File: src/rtl/spi_bridge_pkg.sv
// Shared types and constants for the SPI word bridge.
package spi_bridge_pkg;

  typedef enum logic [2:0] {
    ST_FLUSH,
    ST_IDLE,
    ST_SETTLE,
    ST_CAPTURE,
    ST_CLEAR,
    ST_WAIT_LOW
  } bridge_state_t;

  // Depth of the slave-side synchronizer feeding the flag and data.
  localparam int unsigned SYNC_DEPTH = 2;

  // Minimum clk cycles between two words the bridge can accept.
  function automatic int unsigned min_word_gap(input int unsigned clear_cycles);
    return 3 + clear_cycles + SYNC_DEPTH;
  endfunction

endpackage

File: src/rtl/sync_fifo.sv
// Single-clock FIFO with extra-MSB pointers; head is read combinationally.
module sync_fifo #(
  parameter int unsigned DATA_WIDTH = 16,
  parameter int unsigned DEPTH      = 8
) (
  input  logic                  clk,
  input  logic                  reset_n,
  input  logic                  push,
  input  logic                  pop,
  input  logic [DATA_WIDTH-1:0] wr_data,
  output logic [DATA_WIDTH-1:0] head,
  output logic                  full,
  output logic                  empty
);

  localparam int unsigned AW = $clog2(DEPTH);

  logic [AW:0]           wr_ptr_q, wr_ptr_d;
  logic [AW:0]           rd_ptr_q, rd_ptr_d;
  logic [DATA_WIDTH-1:0] mem_q [DEPTH];
  logic                  do_push, do_pop;

  assign empty   = (wr_ptr_q == rd_ptr_q);
  assign full    = (wr_ptr_q[AW] != rd_ptr_q[AW]) &&
                   (wr_ptr_q[AW-1:0] == rd_ptr_q[AW-1:0]);
  assign do_pop  = pop & ~empty;
  // A push into a full FIFO only lands when the head leaves in the same cycle.
  assign do_push = push & (~full | do_pop);
  assign head    = mem_q[rd_ptr_q[AW-1:0]];

  // Next-pointer arithmetic.
  always_comb begin
    wr_ptr_d = wr_ptr_q;
    rd_ptr_d = rd_ptr_q;
    if (do_push) wr_ptr_d = wr_ptr_q + (AW+1)'(1);
    if (do_pop)  rd_ptr_d = rd_ptr_q + (AW+1)'(1);
  end

  // Pointer registers.
  always_ff @(posedge clk or negedge reset_n) begin
    if (!reset_n) begin
      wr_ptr_q <= '0;
      rd_ptr_q <= '0;
    end else begin
      wr_ptr_q <= wr_ptr_d;
      rd_ptr_q <= rd_ptr_d;
    end
  end

  // Storage write.
  always_ff @(posedge clk) begin
    if (do_push) mem_q[wr_ptr_q[AW-1:0]] <= wr_data;
  end

endmodule

File: src/rtl/spi_word_bridge.sv
// Bridges the SPI slave's new-word flag/data to valid/ready streams for the sort core.
module spi_word_bridge
  import spi_bridge_pkg::*;
#(
  parameter int unsigned           DATA_WIDTH   = 16,
  parameter int unsigned           RX_DEPTH     = 8,
  parameter int unsigned           TX_DEPTH     = 8,
  parameter int unsigned           CLEAR_CYCLES = 3,
  parameter logic [DATA_WIDTH-1:0] TX_IDLE_WORD = '0
) (
  input  logic                  clk,
  input  logic                  reset_n,
  input  logic                  synced_new_data_flag,
  input  logic [DATA_WIDTH-1:0] synced_data_received,
  output logic                  clear_new_data_flag,
  output logic [DATA_WIDTH-1:0] data_to_send,
  output logic [DATA_WIDTH-1:0] rx_data,
  output logic                  rx_valid,
  input  logic                  rx_ready,
  input  logic [DATA_WIDTH-1:0] tx_data,
  input  logic                  tx_valid,
  output logic                  tx_ready,
  output logic                  rx_overflow,
  output logic [15:0]           word_count
);

  localparam int unsigned CNT_W = $clog2(CLEAR_CYCLES + 1);

  bridge_state_t         state_q, state_d;
  logic [CNT_W-1:0]      cnt_q, cnt_d;
  logic                  flag_q;
  logic                  clear_q, clear_d;
  logic [DATA_WIDTH-1:0] dts_q, dts_d;
  logic                  ovf_q, ovf_d;
  logic [15:0]           wc_q, wc_d;
  logic                  capture, flag_edge;
  logic                  rx_full, rx_empty;
  logic                  tx_full, tx_empty;
  logic [DATA_WIDTH-1:0] tx_head;

  assign flag_edge = synced_new_data_flag & ~flag_q;

  sync_fifo #(.DATA_WIDTH(DATA_WIDTH), .DEPTH(RX_DEPTH)) u_rx_fifo (
    .clk     (clk),
    .reset_n (reset_n),
    .push    (capture),
    .pop     (rx_ready),
    .wr_data (synced_data_received),
    .head    (rx_data),
    .full    (rx_full),
    .empty   (rx_empty)
  );

  sync_fifo #(.DATA_WIDTH(DATA_WIDTH), .DEPTH(TX_DEPTH)) u_tx_fifo (
    .clk     (clk),
    .reset_n (reset_n),
    .push    (tx_valid & ~tx_full),
    .pop     (capture),
    .wr_data (tx_data),
    .head    (tx_head),
    .full    (tx_full),
    .empty   (tx_empty)
  );

  assign rx_valid            = ~rx_empty;
  assign tx_ready            = ~tx_full;
  assign clear_new_data_flag = clear_q;
  assign data_to_send        = dts_q;
  assign rx_overflow         = ovf_q;
  assign word_count          = wc_q;

  // Next-state logic; clear is registered from the next state so it is glitch-free.
  always_comb begin
    state_d = state_q;
    cnt_d   = cnt_q;
    capture = 1'b0;
    unique case (state_q)
      ST_FLUSH, ST_CLEAR: begin
        if (cnt_q == CNT_W'(CLEAR_CYCLES - 1)) begin
          state_d = ST_WAIT_LOW;
          cnt_d   = '0;
        end else begin
          cnt_d = cnt_q + CNT_W'(1);
        end
      end
      ST_IDLE:     if (flag_edge) state_d = ST_SETTLE;
      ST_SETTLE:   state_d = ST_CAPTURE;
      ST_CAPTURE: begin
        capture = 1'b1;
        state_d = ST_CLEAR;
      end
      ST_WAIT_LOW: if (!synced_new_data_flag) state_d = ST_IDLE;
      default:     state_d = ST_FLUSH;
    endcase
    clear_d = (state_d == ST_FLUSH) || (state_d == ST_CLEAR);
  end

  // Capture-side datapath updates.
  always_comb begin
    dts_d = dts_q;
    ovf_d = ovf_q;
    wc_d  = wc_q;
    if (capture) begin
      dts_d = tx_empty ? TX_IDLE_WORD : tx_head;
      wc_d  = wc_q + 16'd1;
      if (rx_full && !rx_ready) ovf_d = 1'b1;
    end
  end

  // State and output registers.
  always_ff @(posedge clk or negedge reset_n) begin
    if (!reset_n) begin
      state_q <= ST_FLUSH;
      cnt_q   <= '0;
      flag_q  <= 1'b0;
      clear_q <= 1'b1;
      dts_q   <= TX_IDLE_WORD;
      ovf_q   <= 1'b0;
      wc_q    <= '0;
    end else begin
      state_q <= state_d;
      cnt_q   <= cnt_d;
      flag_q  <= synced_new_data_flag;
      clear_q <= clear_d;
      dts_q   <= dts_d;
      ovf_q   <= ovf_d;
      wc_q    <= wc_d;
    end
  end

endmodule
File: config.mk
export PLATFORM = sky130hd
export DESIGN_NAME = spi_word_bridge
export DESIGN_NICKNAME = d
export VERILOG_FILES = /design/src/rtl/spi_bridge_pkg.sv /design/src/rtl/sync_fifo.sv /design/src/rtl/spi_word_bridge.sv
export SDC_FILE = /design/constraint.sdc
export NUM_CORES = 1
export LEC_CHECK = 0
export ABC_AREA = 1
export BUFFER_PORTS_ARGS = -buffer_cell sky130_fd_sc_hd__buf_2
export CORE_ASPECT_RATIO = 0.5
export CORE_MARGIN = 2
export CORE_UTILIZATION = 45
export DETAILED_ROUTE_END_ITERATION = 12
export SETUP_SLACK_MARGIN = 0.05
export SYNTH_ARGS = -nofsm -noshare
export SYNTH_HDL_FRONTEND = slang
export SYNTH_SLANG_ARGS = --single-unit
File: constraint.sdc
create_clock -name clk -period 4.1 [get_ports clk]
set_clock_uncertainty 0.15 [all_clocks]
set_input_delay 0.82 -clock clk [delete_from_list [all_inputs] [get_ports clk]]
set_output_delay 0.82 -clock clk [all_outputs]
set_load 0.01 [all_outputs]
==> results_dict.tcl <==
set metrics [dict create \
    wl_per_cell_um 16.2 \
    ant_nets 0 \
    ctsLongestPathBuffers 3 \
    start_util_pct 45.7 \
    place_congestion 0.770 \
    final.fill_count 2519 \
    clkTransAtPathRegs_ps 60 \
    multi_input_area_sq_um 3580 \
    vias 8727 \
    cpMaxStageDelayCell "inv_1" \
    min_path_type "in -> async" \
    via_per_inst 4.96 \
    io_pins 89 \
    avgSynthCellArea_sq_um 10.6 \
    cts_resized 0 \
    core_sq_um 29000 \
    timing.fmax_ghz 0.311 \
    max_stage_delay_ps 490 \
    final-setup-viol-count 0 \
    critPathLaunchType "flop" \
    hold_violations 0 \
    min_period_ps 3220 \
    htreeDepth 1 \
    synthDominantCellAreaShare_pct 58.0 \
    fin_cells 1758 \
    crit_buf_inv 3 \
    synth-simple-area-share_pct 20.7 \
    finalMaxSlewViolations 0 \
    ctsHoldBuffers 0 \
    p_total_mw 9.53 \
    cpMostUsedCell "nand2_1" \
    ys_top_cells_by_area "edfxtp_1, nand2_1, dfrtp_1" \
    dp.cells 1705 \
    required_ps 3130 \
    fin_crit_sh_pct 78.5 \
    crit_type "reg -> out" \
    crit_family "buffers and inverters" \
    die_w_um 247 \
    root_buffer "clkbuf_16" \
    yosysSeqAreaShare_pct 68.5 \
    final_layout_size_suffix_gt1_share_pct 13.3 \
    cts_setup_buffers 0 \
    status "finished clean" \
    fin_nets 1386 \
    grt_pass1_wl_um 46100 \
    syn_inst 1254 \
    numCtsBuffers 28 \
    port_buffers 88 \
    dr.pass1.iters 5 \
    crit_path_cell_trace "inv_1, buf_4, o21ai_0, o22ai_1, nand2_1, nand2_1, buf_2" \
    gr-usage-all-layers_pct 18.9 \
    endpoint_kind "output pin" \
    yosysTopAreaCell "edfxtp_1" \
    synth-xor-area-share_pct 1.31 \
    wirelength_um 28600 \
    antenna_found_initial 1 \
    yosysWarnings 0 \
    rows 44 \
    arrival_ps 2250 \
    yosys_register_bits 312 \
    synth.area.mux_share_pct 0 \
    dieArea_sq_um 30900 \
    tightest_slew_ps 1150 \
    hold_ws_ps 241 \
    ys_types 36 \
    cts_tree "yes" \
    clkSinkCount 312 \
    grt_start_max_net_pins 69 \
    synth_compound_area_share_pct 4.51 \
    overflow 0 \
    synth_top_family_by_area "simple AND/OR/NAND/NOR gates" \
    route.detailed.drc 0 \
    worstSkewPairLatency_ps 550 \
    drv_cap 0 \
    p_per_area_nw_per_um2 635 \
    area_growth_pct 13.1 \
    max_slew_margin_pct 23.1 \
    ff_latch_area_sq_um 9090 \
    finalSetupTns_ps 0 \
    grt_pass1_vias 8636 \
    dr.first_iter.drc_count 619 \
    synthAdderAreaFrac_pct 0.472 \
    syn_area_sq_um 13300 \
    worstPathMaxFanout 22 \
    rsz0062_at_grt "false" \
    ir_drop_v 0.000426 \
    synth_fp_nets 1296 \
    dp_hpwl_um 16700 \
    die_h_um 125 \
    p_leak_nw 6.29 \
]
-- cells in the mapped netlist (all sizes together) --
library cell	number
nand4	5
xnor2	7
dfrtp	55
clkbuf	15
dfstp	1
o31ai	1
edfxtp	256
nand3b	1
o21bai	1
xor2	12
ha	5
o2111ai	1
nand3	49
o21ai	72
a21oi	1
o22ai	32
nor3	1
nand2	515
o311ai	1
nor2	110
inv	69
buf	44
-- sequential cells by signal (all words and copies together), names as in the netlist --
signal               cells
u_rx_fifo.rd_ptr_q       4
u_tx_fifo.wr_ptr_q       4
rx_overflow              1
state_q                  3
cnt_q                    2
data_to_send            16
u_rx_fifo.mem_q        128
u_tx_fifo.mem_q        128
u_tx_fifo.rd_ptr_q       4
flag_q                   1
clear_new_data_flag      1
u_rx_fifo.wr_ptr_q       4
word_count              16
-- metal layers --
| metal | global-route usage (%) | vias to the layer above | share of wire [%] |
|---|---|---|---|
| li1 | - | 4331 | - |
| met5 | 0 | - | 0 |
| met1 | 25.8 | 4214 | 47 |
| met2 | 32.3 | 144 | 48 |
| met3 | 3.03 | 38 | 3.6 |
| met4 | 3.58 | 0 | 1.6 |
-- logic make-up after synthesis --
group                    after synthesis
AO/OA/AOI/OAI                        109
AND/OR/NAND/NOR                      681
flip-flops                           312
adder cells (fa/ha/maj)                5
XOR/XNOR                              19
buffers and inverters                128
-- worst reg2reg max path, stage by stage, from the launching register on --
cell and delay, ps:
dfrtp_2 410, inv_2 240, buf_4 340, nand2_1 110, nand2_2 90, nor2_4 50
nand3_2 140, nand3_1 160, nor2_1 220, buf_4 260
-- layout make-up --
type	count	area share [%]
tap	391	3.26
antenna	1	0.0167
sequential	312	60.6
clock buffer	45	5.57
inverter	69	1.73
multi-input combinational	814	23.9
clock inverter	7	0.392
timing repair buffer	119	4.57
-- power by group --
part           internal (mW)  switching (mW)
clock                   1.45            1.11
combinational          0.941            1.98
sequential              3.82           0.224
total                   6.22            3.31
-- path summary, 6_finish.rpt --
| kind | start | end | slack (ps) | cells after the start |
|---|---|---|---|---|
| max | u_rx_fifo.rd_ptr_q[1]$_DFFE_PN0P_ | rx_data[7] | 880 | 7 |
| min | reset_n | data_to_send[2]$_DFFE_PN0P_ | 240 | 1 |
| max reg2reg | u_rx_fifo.rd_ptr_q[0]$_DFFE_PN0P_ | u_rx_fifo.mem_q[2][3]$_DFFE_PP_ | 1620 | 9 |
| min reg2reg | rx_overflow$_DFFE_PN0P_ | rx_overflow$_DFFE_PN0P_ | 330 | 1 |
| max in group asynchronous | reset_n | word_count[7]$_DFFE_PN0P_ | 2750 | 2 |
| min in group clk | synced_new_data_flag | flag_q$_DFF_PN0_ | 260 | 1 |
-- layout by cell type, fill, tap and decap left out, types with 2 or more instances in the layout --
cell / instances
dfrtp_1: 53
xor2_1: 12
nor2_2: 3
clkinv_1: 3
nor2_1: 104
xnor2_1: 6
buf_4: 30
nor2_4: 2
nand2_2: 3
dfrtp_2: 2
ha_1: 5
nand4_1: 4
clkinv_2: 2
nand3_2: 4
clkbuf_16: 29
clkbuf_8: 5
edfxtp_1: 256
buf_2: 88
o21ai_0: 71
nand2_1: 510
clkbuf_1: 11
inv_2: 3
inv_1: 66
o22ai_1: 32
nand2_4: 2
nand3_1: 44
-- through the flow --
step	setup slack (ps)	area, sq um	utilization (%)
detailed placement	1410	14100	48.6
CTS	816	15000	51.7
global placement	1490	14100	48.6
global route	637	15000	51.7
finish	881	15000	51.7
floorplan	1730	13300	-
(Power assumes the default switching activity.)
